===== src/rtl/reproductor_melodia_pkg.sv =====
// Shared definitions for the melody player.
// Contents: the FSM state encoding, the default parameter values, and the
// index, accumulator and duration-counter width constants.
package reproductor_melodia_pkg;

    typedef enum logic [1:0] {
        IDLE  = 2'd0,
        CARGA = 2'd1,
        SONAR = 2'd2,
        PAUSA = 2'd3
    } estado_t;

    localparam int CLK_HZ_DEF     = 50_000_000;
    localparam int NUM_NOTAS_DEF  = 25;
    localparam int DUR_CICLOS_DEF = 12_500_000;
    localparam int GAP_CICLOS_DEF = 2_500_000;

    // Note index width. It covers up to 32 table entries.
    localparam int IDX_W = 5;
    // Phase accumulator width is clog2(CLK_HZ)+1. This leaves headroom for
    // acc + 2*65535 before the wrap subtraction.
    localparam int ACC_W = $clog2(CLK_HZ_DEF) + 1;
    // Duration counter width. It holds DUR_CICLOS-1 and GAP_CICLOS-1.
    localparam int CNT_W = 24;

endpackage


===== src/rtl/reproductor_melodia_generador_tono.sv =====
// generador_tono: a phase-accumulator square-wave generator.
// Each enabled cycle, the accumulator adds 2*frec. When the sum reaches
// CLK_HZ, the generator wraps the accumulator and toggles audio. As a result,
// audio completes frec full periods per second.
// Ports:
//   clk, rst_n : clock and asynchronous active-low reset
//   en         : advance the accumulator this cycle
//   clr        : clear the accumulator and audio (has priority over en)
//   frec[15:0] : tone frequency in Hz (0 holds audio low)
//   audio      : square-wave output
module generador_tono
    import reproductor_melodia_pkg::*;
#(
    parameter int CLK_HZ = CLK_HZ_DEF
) (
    input  logic        clk,
    input  logic        rst_n,
    input  logic        en,
    input  logic        clr,
    input  logic [15:0] frec,
    output logic        audio
);

    localparam logic [ACC_W-1:0] MODULO = ACC_W'(CLK_HZ);

    logic [ACC_W-1:0] acc;
    logic [ACC_W-1:0] suma;

    assign suma = acc + ACC_W'({frec, 1'b0});

    always_ff @(posedge clk or negedge rst_n) begin
        if (!rst_n) begin
            acc   <= '0;
            audio <= 1'b0;
        end else if (clr) begin
            acc   <= '0;
            audio <= 1'b0;
        end else if (en) begin
            // acc always stays below MODULO, so a single subtraction is
            // enough to wrap it. No divider is needed.
            if (suma >= MODULO) begin
                acc   <= suma - MODULO;
                audio <= ~audio;
            end else begin
                acc <= suma;
            end
        end
    end

endmodule


===== src/rtl/reproductor_melodia.sv =====
// reproductor_melodia: plays NUM_NOTAS entries from an external note table.
// Each note takes 1 load cycle, then DUR_CICLOS sounding cycles, then
// GAP_CICLOS silent cycles.
// Ports:
//   clk, rst_n      : clock and asynchronous active-low reset
//   start           : begin playback from index 0 (honoured only in IDLE)
//   stop            : abort playback and return to IDLE on the next edge
//   nota_idx[4:0]   : index sent to the external note table
//   nota_hz[15:0]   : frequency returned by the table (0 = rest)
//   audio           : square-wave output (low outside SONAR)
//   busy            : high in every state except IDLE
//   fin             : one-cycle pulse after the last note completes normally
//   estado_dbg[1:0] : current FSM state, for observation
// Handshake: start is a level sampled on a rising edge while busy=0. No
// acknowledgement is given apart from busy rising on the following cycle.
module reproductor_melodia
    import reproductor_melodia_pkg::*;
#(
    parameter int CLK_HZ     = CLK_HZ_DEF,
    parameter int NUM_NOTAS  = NUM_NOTAS_DEF,
    parameter int DUR_CICLOS = DUR_CICLOS_DEF,
    parameter int GAP_CICLOS = GAP_CICLOS_DEF
) (
    input  logic        clk,
    input  logic        rst_n,
    input  logic        start,
    input  logic        stop,
    output logic [4:0]  nota_idx,
    input  logic [15:0] nota_hz,
    output logic        audio,
    output logic        busy,
    output logic        fin,
    output logic [1:0]  estado_dbg
);

    localparam logic [CNT_W-1:0] DUR_M1 = CNT_W'(DUR_CICLOS - 1);
    localparam logic [CNT_W-1:0] GAP_M1 = CNT_W'(GAP_CICLOS - 1);
    localparam logic [IDX_W-1:0] ULTIMO = IDX_W'(NUM_NOTAS - 1);

    estado_t          estado;
    estado_t          estado_sig;
    logic [CNT_W-1:0] cnt;
    logic [15:0]      nota_reg;
    logic             cnt_cero;
    logic             ultima;
    logic             gen_en;
    logic             gen_clr;
    logic             tono;

    assign cnt_cero = (cnt == '0);
    assign ultima   = (nota_idx == ULTIMO);

    // State register
    always_ff @(posedge clk or negedge rst_n) begin
        if (!rst_n) estado <= IDLE;
        else        estado <= estado_sig;
    end

    // Next-state logic. stop overrides every other transition.
    always_comb begin
        estado_sig = estado;
        if (stop) begin
            estado_sig = IDLE;
        end else begin
            case (estado)
                IDLE:    if (start) estado_sig = CARGA;
                CARGA:   estado_sig = SONAR;
                SONAR:   if (cnt_cero) estado_sig = PAUSA;
                PAUSA:   if (cnt_cero) estado_sig = ultima ? IDLE : CARGA;
                default: estado_sig = IDLE;
            endcase
        end
    end

    // Outputs derived from the state
    always_comb begin
        busy       = (estado != IDLE);
        gen_en     = (estado == SONAR);
        gen_clr    = (estado == CARGA) || stop;
        // Gating by state keeps the line silent in PAUSA and IDLE, even if the
        // generator's last toggle left it high.
        audio      = tono && (estado == SONAR);
        estado_dbg = estado;
    end

    // Datapath: note index, latched frequency, duration counter, fin pulse.
    // The counter is loaded with N-1 so that each state lasts exactly N cycles.
    always_ff @(posedge clk or negedge rst_n) begin
        if (!rst_n) begin
            nota_idx <= '0;
            nota_reg <= '0;
            cnt      <= '0;
            fin      <= 1'b0;
        end else begin
            fin <= 1'b0;
            if (stop) begin
                nota_idx <= '0;
                cnt      <= '0;
            end else begin
                case (estado)
                    IDLE: nota_idx <= '0;
                    CARGA: begin
                        nota_reg <= nota_hz;
                        cnt      <= DUR_M1;
                    end
                    SONAR: cnt <= cnt_cero ? GAP_M1 : cnt - CNT_W'(1);
                    PAUSA: begin
                        if (cnt_cero) begin
                            if (ultima) begin
                                fin      <= 1'b1;
                                nota_idx <= '0;
                            end else begin
                                nota_idx <= nota_idx + IDX_W'(1);
                            end
                        end else begin
                            cnt <= cnt - CNT_W'(1);
                        end
                    end
                    default: ;
                endcase
            end
        end
    end

    generador_tono #(
        .CLK_HZ (CLK_HZ)
    ) u_tono (
        .clk   (clk),
        .rst_n (rst_n),
        .en    (gen_en),
        .clr   (gen_clr),
        .frec  (nota_reg),
        .audio (tono)
    );

endmodule


===== config.mk =====
export PLATFORM = sky130hd
export DESIGN_NAME = reproductor_melodia
export DESIGN_NICKNAME = d
export VERILOG_FILES = /design/src/rtl/reproductor_melodia_pkg.sv /design/src/rtl/reproductor_melodia_generador_tono.sv /design/src/rtl/reproductor_melodia.sv
export SDC_FILE = /design/constraint.sdc
export NUM_CORES = 1
export LEC_CHECK = 0
export CAP_MARGIN = 20
export CELL_PAD_IN_SITES_DETAIL_PLACEMENT = 1
export CELL_PAD_IN_SITES_GLOBAL_PLACEMENT = 1
export CORE_UTILIZATION = 50
export DETAILED_ROUTE_END_ITERATION = 6
export PLACE_DENSITY_LB_ADDON = 0.1
export RECOVER_POWER = 100
export SLEW_MARGIN = 30
export SYNTH_ARGS = -nofsm -noshare
export SYNTH_HDL_FRONTEND = slang
export SYNTH_SLANG_ARGS = --single-unit

===== constraint.sdc =====
create_clock -name clk -period 6.06 [get_ports clk]
set_input_delay 0.909 -clock clk [delete_from_list [all_inputs] [get_ports clk]]
set_output_delay 0.909 -clock clk [all_outputs]
set_load 0.01 [all_outputs]

# Word level (Yosys, flattened, before mapping)
# Index checks and enable logic that the tools add are counted.
dict set report word_totals {
  register_bits 76
  inputBits 20
  out_inout_bits 10
  wordCells 60
}
dict set report classes {
  add_sub_neg 4
  magnitude_cmp 1
  eq_ne 8
  n_mux 24
  bitwise_logic 2
  reduce_logical 14
}
# cell count
set op_table {}
lappend op_table {{$mux 27} 3}
lappend op_table {{$mux 24} 3}
lappend op_table {{$pmux 24 s3} 1}
lappend op_table {{$add 27x17->27} 1}
lappend op_table {{$ge 27x26->1 const B} 1}
lappend op_table {{$sub 27x26->27 const B} 1}
lappend op_table {{$logic_not 24->1} 1}
lappend op_table {{$sub 24x1->24 const B} 1}
lappend op_table {{$mux 5} 3}
lappend op_table {{$ne 3x3->1 const B} 4}
lappend op_table {{$pmux 5 s2} 1}
lappend op_table {{$mux 1} 8}
lappend op_table {{$mux 2} 4}
lappend op_table {{$pmux 2 s4} 1}
lappend op_table {{$reduce_and 2->1} 4}
lappend op_table {{$reduce_bool 2->1} 3}
lappend op_table {{$add 5x1->5 const B} 1}
lappend op_table {{$eq 5x5->1 const B} 1}
lappend op_table {{$eq 2x2->1 const B} 2}
lappend op_table {{$reduce_bool 4->1} 1}
lappend op_table {{$reduce_and 3->1} 1}
lappend op_table {{$reduce_bool 3->1} 1}
lappend op_table {{$eq 2x1->1 const B} 1}
lappend op_table {{$logic_not 2->1} 1}
lappend op_table {{3 further kinds} 4}

# Logic depth before layout (Yosys ltp)
# Gate-level depths: netlist of the first run.
dict set report depth {
  depth_word 5
  ltp_mapped 15
  mapped_depth_nobuf 14
}

# By module
# From an unflattened synthesis of the first run, not the netlist that was laid out.
dict set report hier_totals {
  hier_cells 661
  hier_area_um2 5819.3
}
# module n_inst cells_per_inst area_per_inst_um2
set by_module_without_submodules {}
lappend by_module_without_submodules {generador_tono 1 391 3159.3}
lappend by_module_without_submodules {reproductor_melodia 1 270 2660.1}

# Least setup slack after synthesis of the first run
# No wires, ideal clock.
dict set report synth_path {
  path_type {register to register}
  startpoint {register nota_reg[0]}
  endpoint {register u_tono.acc[12]}
  setup_ns 0.094
  t_arrival_ns 3.291
  path_slack_ns 2.675
  stages_incl_launch_ff 15
  period_less_slack_ns 3.385
  path_cell_list {dfrtp_1 -> ha_1 -> fa_1 -> a211oi_1 -> o21ai_0 -> a21boi_0 -> xor2_1 -> nand4_1 -> o21ai_0 -> o221ai_2 -> a31oi_1 -> buf_6 -> nor2_1 -> xnor2_1 -> a211oi_1}
}
dict set report synth_via {
  elab_chain_len 5
}
# item line
set synth_rtl {}
lappend synth_rtl {{from (decl)} reproductor_melodia.sv:43} ;# logic [15:0] nota_reg;
lappend synth_rtl {{from (signal assigned)} reproductor_melodia.sv:103} ;# nota_reg <= nota_hz;
lappend synth_rtl {{$add 27x17->27 *} reproductor_melodia_generador_tono.sv:29} ;# assign suma = acc + ACC_W'({frec, 1'b0});
lappend synth_rtl {{$sub 27x26->27 or $ge 27x26->1 (tied branches)} {reproductor_melodia_generador_tono.sv:42, reproductor_melodia_generador_tono.sv:41}}
lappend synth_rtl {{$mux 27 *} reproductor_melodia_generador_tono.sv:41} ;# if (suma >= MODULO) begin
lappend synth_rtl {{$mux 27 *} reproductor_melodia_generador_tono.sv:38} ;# end else if (en) begin
lappend synth_rtl {{$mux 27 *} reproductor_melodia_generador_tono.sv:35} ;# end else if (clr) begin
lappend synth_rtl {{to (signal assigned)} reproductor_melodia_generador_tono.sv:42} ;# acc <= suma - MODULO;
lappend synth_rtl {{to (signal assigned)} reproductor_melodia_generador_tono.sv:45} ;# acc <= suma;
lappend synth_rtl {{to (decl)} reproductor_melodia_generador_tono.sv:26} ;# logic [ACC_W-1:0] acc;
# Mark *: on every way between the ends. The rest lies on a longest branch, timed or not. The select of a mux whose other input is x is not followed.
# A chain may end at the register's enable or synchronous reset.

==> results.cfg, run 1 <==
[clock_tree]
clk_latency_ps = 380
tritoncts = yes
path_clk_slew_ps = 90
cts_sinks = 75
cts_resized = 0
ctsHoldBuffers = 0
postCtsSetupRepairBufs = 0
cts_buffer_depth = 2
htreeDepth = 3
clock-root-buffer = clkbuf_8
cts_made_buffers = 9

[run_status]
status = finished with violations
violations = capacitance limit, slew limit

[finish]
fill_cells = 1224
drive_gt1_share_pct = 8.99
area_growth_pct = 10.3
n_antenna_cell = 0
largest_reg_flops = 26
fin_area_mm2 = 0.00585
final_nets = 665

[route]
wl_per_cell_um = 19.7
ant_nets = 0
via_per_inst = 6.28
drt-initial-drc-count = 151
num_vias = 4768
firstDrtPassIters = 5
drc = 0
routed_wl_um = 15000

[synth]
ys_types = 68
synth_area_leader_cell = dfrtp_1
async_reset_ff_share_pct = 100
synthTopCellsByArea = dfrtp_1 (35%), ha_1 (6.1%), xnor2_1 (4.6%)
syn-cell-area_mm2 = 0.00531
synth_cells = 601
yosysWarningCount = 0
synth_edf_count = 0
yosys_register_bits = 75
synth-seq-area-share_pct = 35.4
syn_avg_cell_area_um2 = 8.83
netlist.area_leader.share_pct = 35.4
synth_nets = 648
ys.flop_type = dfrtp_1

[critical_path]
r2r_slack_ps = 1830
cp.buffers_inverters = 1
arrival_ps = 3910
slowest_delay_ps = 2950
required_ps = 5550
path_max_fanout = 75
cp_top_family = buffers and inverters
slowest_stage = clkbuf_1
crit_path_end_kind = async pin
cp-start-kind = input port
crit_type = input port to async pin
crit_chain = clkbuf_1

[floorplanning]
start_util_pct = 51.4
die_w_um = 105
core-area_mm2 = 0.0103
die_y_um = 105
io_pins = 30
die-area_mm2 = 0.0110
rows = 37

[sta]
rsz0062_at_grt = no
fmax_mhz = 226
post-route-min-period_ps = 4430
tightest_slew_ps = 4280
final.setup_skew_ps = 11.2
finalSetupTns_ps = 0
setup_violations = 0
hold_violations = 0
relSlewSlack_pct = -185
fin_crit_sh_pct = 73.0
slew_viol_final = 100

[power]
peakVddDrop_uv = 269
p_leak_nw = 2.52
p_per_area_mw_per_mm2 = 494

[global_routing]
grt_pass1_vias = 5126
grt_first_pass_wirelength_um = 25000
grt-ovfl-total = 0
antenna_found_initial = 0
grt_usage_pct = 28.8
grt_start_max_net_pins = 76

[flow_run]
drv_cap = 2

[worst_hold_path]
hold_class = flop to flop

[placement]
gp_congestion = 0.825
port_buffers = 29
placed_area_mm2 = 0.00570
place_hpwl_um = 10600
==> metal layers <==
layer	up-vias	GRT usage, %	share of wire [%]
li1	2232	-	-
met1	2403	33.5	43
met2	103	52.6	52
met3	30	3.62	3.1
met4	0	12.9	2.6
met5	-	0	0
==> layout make-up <==
class	instances	area, µm²	share of cell area (%)
Clock buffer	9	124	2.12
Clock inverter	7	98.8	1.69
Sequential cell	75	1880	32.1
Multi-Input combinational cell	483	3220	55.0
Timing Repair Buffer	34	310	5.30
Tap cell	136	170	2.91
Inverter	15	56.3	0.962
==> final timing paths <==
kind,from,end,cells after the start
min in group asynchronous,rst_n,nota_reg[14]$_DFFE_PN0P_,1
max reg2reg,nota_reg[0]$_DFFE_PN0P_,u_tono.acc[12]$_DFFE_PN0P_,14
max in group clk,nota_reg[0]$_DFFE_PN0P_,u_tono.acc[12]$_DFFE_PN0P_,14
max,rst_n,cnt[19]$_DFFE_PN0P_,1
min reg2reg,cnt[18]$_DFFE_PN0P_,cnt[18]$_DFFE_PN0P_,1
min,cnt[18]$_DFFE_PN0P_,cnt[18]$_DFFE_PN0P_,1
==> cell usage in the layout, fill, tap and decap left out, types with 17 or more instances in the layout <==
| master | netlist | final |
|---|---|---|
| nand3_1 | 18 | 18 |
| ha_1 | 26 | 26 |
| nor3_1 | 17 | 18 |
| mux2_2 | 18 | 18 |
| xor2_1 | 17 | 17 |
| o21ai_0 | 45 | 46 |
| clkdlybuf4s50_1 | 0 | 18 |
| dfrtp_1 | 75 | 75 |
| a21oi_1 | 47 | 47 |
| nand2_1 | 37 | 37 |
| xnor2_1 | 28 | 28 |
| nor2_1 | 63 | 63 |
==> logic make-up (layout without fill, tap and decap cells) <==
family / count (synthesis) / in the layout / synth area share, %
and+or+nand+nor: 217 / 217 / 21.4
AOI/OAI and AO/OA: 168 / 168 / 20.5
DFF: 75 / 75 / 35.4
xor gates and xnor gates: 46 / 46 / 7.74
buffers and inverters: 43 / 65 / 3.28
adders and majority gates: 27 / 27 / 6.51
muxes: 25 / 25 / 5.14
==> stage by stage <==
step / hold WS (ps) / total power, mW / utilization, % / setup WS, ps / std cells
after detailed placement: 509 / 2.45 / 55.2 / 1870 / 743
after global placement: 499 / 2.35 / 55.1 / 2110 / 743
final: 527 / 2.89 / 56.7 / 1630 / 759
after CTS: 529 / 2.92 / 57.3 / 1860 / 759
after floorplan: 468 / 2.01 / - / 2670 / 601
after global routing: 543 / 3.10 / 56.7 / 816 / 759
==> where the power goes <==
part	internal [mW]	switching, mW
Combinational	0.612	1.02
Sequential	0.657	0.148
Clock	0.235	0.222
Total	1.50	1.39
==> Yosys cell counts, drive strengths merged (8+ instances only) <==
library cell and number:
o31ai 8, or4 9, dfrtp 75, and3 10, xor2 18, a21oi 48
nor4 12, xnor2 28, nand3 18, clkbuf 23, nand2 38, a211oi 13
nor2 63, nand4 10, inv 15, nor3 20, ha 26, o21ai 49
or2 10, mux2 18, a21o 9
(Power assumes the default switching activity.)
==> inputs of run 2 (changes only) <==
--- a/config.mk
+++ b/config.mk
@@ -8,7 +8,7 @@
 export CAP_MARGIN = 20
 export CELL_PAD_IN_SITES_DETAIL_PLACEMENT = 1
 export CELL_PAD_IN_SITES_GLOBAL_PLACEMENT = 1
-export CORE_UTILIZATION = 50
+export CORE_UTILIZATION = 42
 export DETAILED_ROUTE_END_ITERATION = 6
 export PLACE_DENSITY_LB_ADDON = 0.1
 export RECOVER_POWER = 100
==> constraint.sdc (replaced) <==
create_clock -name clk -period 3.8 [get_ports clk]
set_input_delay 0.57 -clock clk [delete_from_list [all_inputs] [get_ports clk]]
set_output_delay 0.57 -clock clk [all_outputs]
set_load 0.01 [all_outputs]
==> results.cfg, run 2 (same netlist as run 1, synthesis figures left out) <==
[run_status]
status = finished with violations
violations = capacitance limit, slew limit

[sta]
tightest_slew_ps = 1990
fmax_mhz = 272
setup_violations = 0
timing.hold.ws_ps = 514
relSlewSlack_pct = -32.6
slew_viol_final = 76
final.setup_skew_ps = 5.32
fin_crit_sh_pct = 96.6
hold_violations = 0
post-route-min-period_ps = 3670

[floorplanning]
io_pins = 30
die_y_um = 114
rows = 40
core-area_mm2 = 0.0122
die_w_um = 114
start_util_pct = 43.6
die-area_mm2 = 0.0131

[power]
power.internal_mw = 2.78
p_per_area_mw_per_mm2 = 811
clkPwrFrac_pct = 19.1
p_seq_share_pct = 25.4
switching_share_pct = 45.1
peakVddDrop_uv = 352
power_frac_comb_pct = 55.5
p_sw_mw = 2.29
p_leak_nw = 2.67
power_mw = 5.08

[finish]
drive_gt1_share_pct = 14.8
layout_common_cells = dfrtp_1 (75), nor2_1 (63), a21oi_1 (44)
largest_reg_flops = 26
n_antenna_cell = 0
final_common_cell = dfrtp_1
area_growth_pct = 18.0
final_nets = 684

[route]
via_per_inst = 5.85
drc = 0
firstDrtPassIters = 4
num_vias = 4736
drt-initial-drc-count = 197
routed_wl_um = 15300
ant_nets = 0
wl_per_cell_um = 18.9

[critical_path]
path_max_fanout = 5
crit_type = flop to flop
crit_path_end_kind = flop
arrival_ps = 3950
cp-start-kind = flop
required_ps = 4080

[global_routing]
antenna_found_initial = 0
grt_first_pass_wirelength_um = 25400
gr-usage-met1_pct = 31.0
grt_pass1_vias = 5117
grt_usage_pct = 25.0
gr-usage-met3_pct = 2.38
grt-ovfl-total = 0
top_usage_layer = met2
met2_usage_pct = 45.1
grt_start_max_net_pins = 76

[clock_tree]
path_clk_slew_ps = 60
clock-root-buffer = clkbuf_16
cts_made_buffers = 9
cts_buffer_depth = 2
htreeDepth = 3
cts_sinks = 75
tritoncts = yes
clk_latency_ps = 350

[flow_run]
drv_cap = 1

[placement]
port_buffers = 29
gp_congestion = 0.826
place_hpwl_um = 10800

[worst_hold_path]
hold_class = flop to flop
==> run 2: changes by cell type in the layout (fill, tap and decap cells not counted), sizes merged <==
cell | before | now
buf | 2 | 20
clkbuf | 13 | 17
inv | 17 | 15
clkdlybuf4s50 | 18 | 19
clkinv | 2 | 1
dlygate4sd3 | 10 | 9
==> run 2: timing repair <==
| action | CTS | global route |
|---|---|---|
| hold buffers | 0 | 0 |
| pin swaps | 1 | 2 |
| endpoints found under the setup margin | 3 | 18 |
| setup buffers | 1 | 5 |
| gates resized for setup | 0 | 19 |
==> run 2: final timing paths <==
kind                                    startpoint                         end  slack (ps)  cells after the start
max                        nota_reg[0]$_DFFE_PN0P_  u_tono.acc[20]$_DFFE_PN0P_         130                     15
min                        nota_idx[4]$_DFFE_PN0P_     nota_idx[4]$_DFFE_PN0P_         510                      1
max reg2reg                nota_reg[0]$_DFFE_PN0P_  u_tono.acc[20]$_DFFE_PN0P_         130                     15
min reg2reg                nota_idx[4]$_DFFE_PN0P_     nota_idx[4]$_DFFE_PN0P_         510                      1
max in group asynchronous                    rst_n         cnt[16]$_DFFE_PN0P_        1850                      1
min in group asynchronous                    rst_n     nota_reg[2]$_DFFE_PN0P_         790                      1
==> run 2: per-stage QoR <==
step	TNS, ps	std cells	setup slack (ps)	utilization, %	instance area, µm²
final	0	810	130	51.5	6260
after global routing	-394	810	-75.6	51.5	6260
after CTS	0	805	6.17	50.7	6160
after detailed placement	0	788	19.4	47.9	5820
after global placement	0	788	167	47.9	5820
after floorplan	0	601	415	-	5310
==> run 2: power by group through the flow <==
| stage | Sequential [mW] | Clock [mW] | Combinational [mW] |
|---|---|---|---|
| floorplan | 1.21 | 0 | 1.99 |
| global placement | 1.28 | 0 | 2.60 |
| detailed placement | 1.30 | 0 | 2.69 |
| CTS | 1.29 | 0.981 | 2.74 |
| global route | 1.33 | 1.01 | 3.12 |
| finish | 1.29 | 0.969 | 2.82 |
==> run 2: final cells by class <==
cell class	instances	area [µm²]
fill	1413	5900
multi-input combinational	483	3340
sequential	75	1880
timing repair buffer	53	452
clock buffer	12	256
tap	168	210
clock inverter	4	72.6
inverter	15	56.3
==> run 2: critical path, cell delays in order, from the launching register on <==
cell and delay, ps:
dfrtp_1 380, ha_1 260, fa_2 390, a211oi_2 280, o211ai_1 140, nand2_1 210
a211oi_4 110, buf_4 170, and3_1 210, xnor2_1 320, nor3_4 110, a31oi_1 260
buf_4 200, nor3_1 70, or4_1 400, nand3_1 80
==> run 2: layer usage <==
layer | vias up | wire length, µm | part of all wire [%]
li1 | 2273 | - | -
met1 | 2392 | 6780 | 44
met2 | 53 | 7940 | 52
met3 | 18 | 304 | 2.0
met4 | 0 | 255 | 1.7
met5 | - | 0 | 0
==> inputs of run 3 (changes only) <==
--- a/config.mk
+++ b/config.mk
@@ -10,6 +10,7 @@
 export CELL_PAD_IN_SITES_GLOBAL_PLACEMENT = 1
 export CORE_UTILIZATION = 42
 export DETAILED_ROUTE_END_ITERATION = 6
+export GPL_TIMING_DRIVEN = 0
 export PLACE_DENSITY_LB_ADDON = 0.1
 export RECOVER_POWER = 100
 export SLEW_MARGIN = 30
==> results.cfg, run 3 (same netlist as run 1, synthesis figures left out) <==
[placement]
place_hpwl_um = 11400
port_buffers = 29
gp_congestion = 0.858
placed_area_mm2 = 0.00584

[clock_tree]
cts_made_buffers = 9
tritoncts = yes
clock-root-buffer = clkbuf_16
clk_latency_ps = 350
cts_sinks = 75
path_clk_slew_ps = 60
cts_buffer_depth = 2
ctsHoldBuffers = 0
htreeDepth = 3

[power]
p_leak_nw = 2.69
p_per_area_mw_per_mm2 = 807
peakVddDrop_uv = 393
power_mw = 5.12

[sta]
fmax_mhz = 276
hold_violations = 0
setup_violations = 0
relSlewSlack_pct = -9.15
slew_viol_final = 63
tightest_slew_ps = 1640
post-route-min-period_ps = 3620
timing.hold.ws_ps = 277
final.setup_skew_ps = 6.08
fin_crit_sh_pct = 95.2
rsz0062_at_grt = yes

[floorplanning]
io_pins = 30
die-area_mm2 = 0.0131
die_w_um = 114
start_util_pct = 43.6
rows = 40
core-area_mm2 = 0.0122
die_y_um = 114

[finish]
area_growth_pct = 19.7
final_nets = 698
final_core_util_pct = 52.2
n_antenna_cell = 0
largest_reg_flops = 26
layout_common_cells = dfrtp_1 (75), nor2_1 (63), a21oi_1 (45)
fin_area_mm2 = 0.00635
drive_gt1_share_pct = 15.2
final_common_cell = dfrtp_1

[critical_path]
path_max_fanout = 10
crit_type = flop to flop
startpoint = nota_reg[2]$_DFFE_PN0P_
arrival_ps = 3860
reg2reg_depth = 13
r2r_start = nota_reg[2]$_DFFE_PN0P_
required_ps = 4040
crit_path_end_kind = flop
cp-start-kind = flop

[route]
drc = 0
routed_wl_um = 16100
wl_per_cell_um = 19.6
drt-initial-drc-count = 212
via_per_inst = 5.95
firstDrtPassIters = 4
ant_nets = 0
num_vias = 4902

[global_routing]
antenna_found_initial = 0
grt-ovfl-total = 0
grt_usage_pct = 26.6
grt_start_max_net_pins = 63
grt_pass1_vias = 5388
grt_first_pass_wirelength_um = 27100

[worst_hold_path]
hold_class = input port to async pin

[flow_run]
drv_cap = 1

[run_status]
status = finished with violations
violations = capacitance limit, slew limit
==> run 3: routing by layer <==
layer | GRT usage, % | vias to the layer above | share of wire, %
li1 | - | 2304 | -
met1 | 32.5 | 2501 | 43
met2 | 47.0 | 72 | 52
met3 | 3.34 | 25 | 2.4
met4 | 11.4 | 0 | 2.1
met5 | 0 | - | 0
==> run 3: stage by stage <==
| stage | TNS (ps) | setup slack, ps | cells |
|---|---|---|---|
| 4_1_cts | 0 | 21.6 | 820 |
| 2_1_floorplan | 0 | 415 | 601 |
| 5_1_grt | -13.6 | -11.5 | 824 |
| 6_report | 0 | 183 | 824 |
| 3_5_place_dp | -4610 | -494 | 799 |
| 3_3_place_gp | -50570 | -659 | 798 |
==> run 3: path summary, 6_finish.rpt <==
kind | endpoint | slack [ps]
worst max-delay path | u_tono.acc[12]$_DFFE_PN0P_ | 180
worst min-delay path | u_tono.acc[13]$_DFFE_PN0P_ | 280
worst max register to register | u_tono.acc[12]$_DFFE_PN0P_ | 180
worst min register to register | nota_reg[8]$_DFFE_PN0P_ | 520
max in group asynchronous | cnt[8]$_DFFE_PN0P_ | 1450
min in group clk | nota_reg[8]$_DFFE_PN0P_ | 520
==> run 3: layout make-up <==
class | count | area [µm²]
multi-input combinational | 483 | 3400
clock buffer | 11 | 253
buffer | 27 | 116
sequential | 75 | 1880
timing repair buffer | 40 | 364
inverter | 15 | 56.3
clock inverter | 5 | 75.1
fill | 1438 | 5810
tap | 168 | 210
==> run 3: critical path, cell delays in order, from the launching register on <==
cell and delay [ps]:
dfrtp_1 390, ha_1 410, o211ai_1 270, o21ai_2 160, and4_1 260, or2_4 270
a221oi_2 330, xor2_2 340, o221ai_2 170, a31oi_1 250, buf_6 220, nor2_1 80
xnor2_1 150, a211oi_1 250
==> run 3: power breakdown <==
group	leakage (nW)	internal, mW	total [mW]	switching (mW)
sequential	0.992	1.05	1.27	0.221
combinational	1.53	1.10	2.89	1.79
clock	0.165	0.608	0.966	0.358
total	2.69	2.75	5.12	2.37
==> run 3: what timing repair did <==
item                                    4_1_cts  5_1_grt
pin swaps                                     3        8
buffers inserted                              5        5
endpoints found under the setup margin       18       19
cloned                                        0        0
gates resized for setup                       8       21
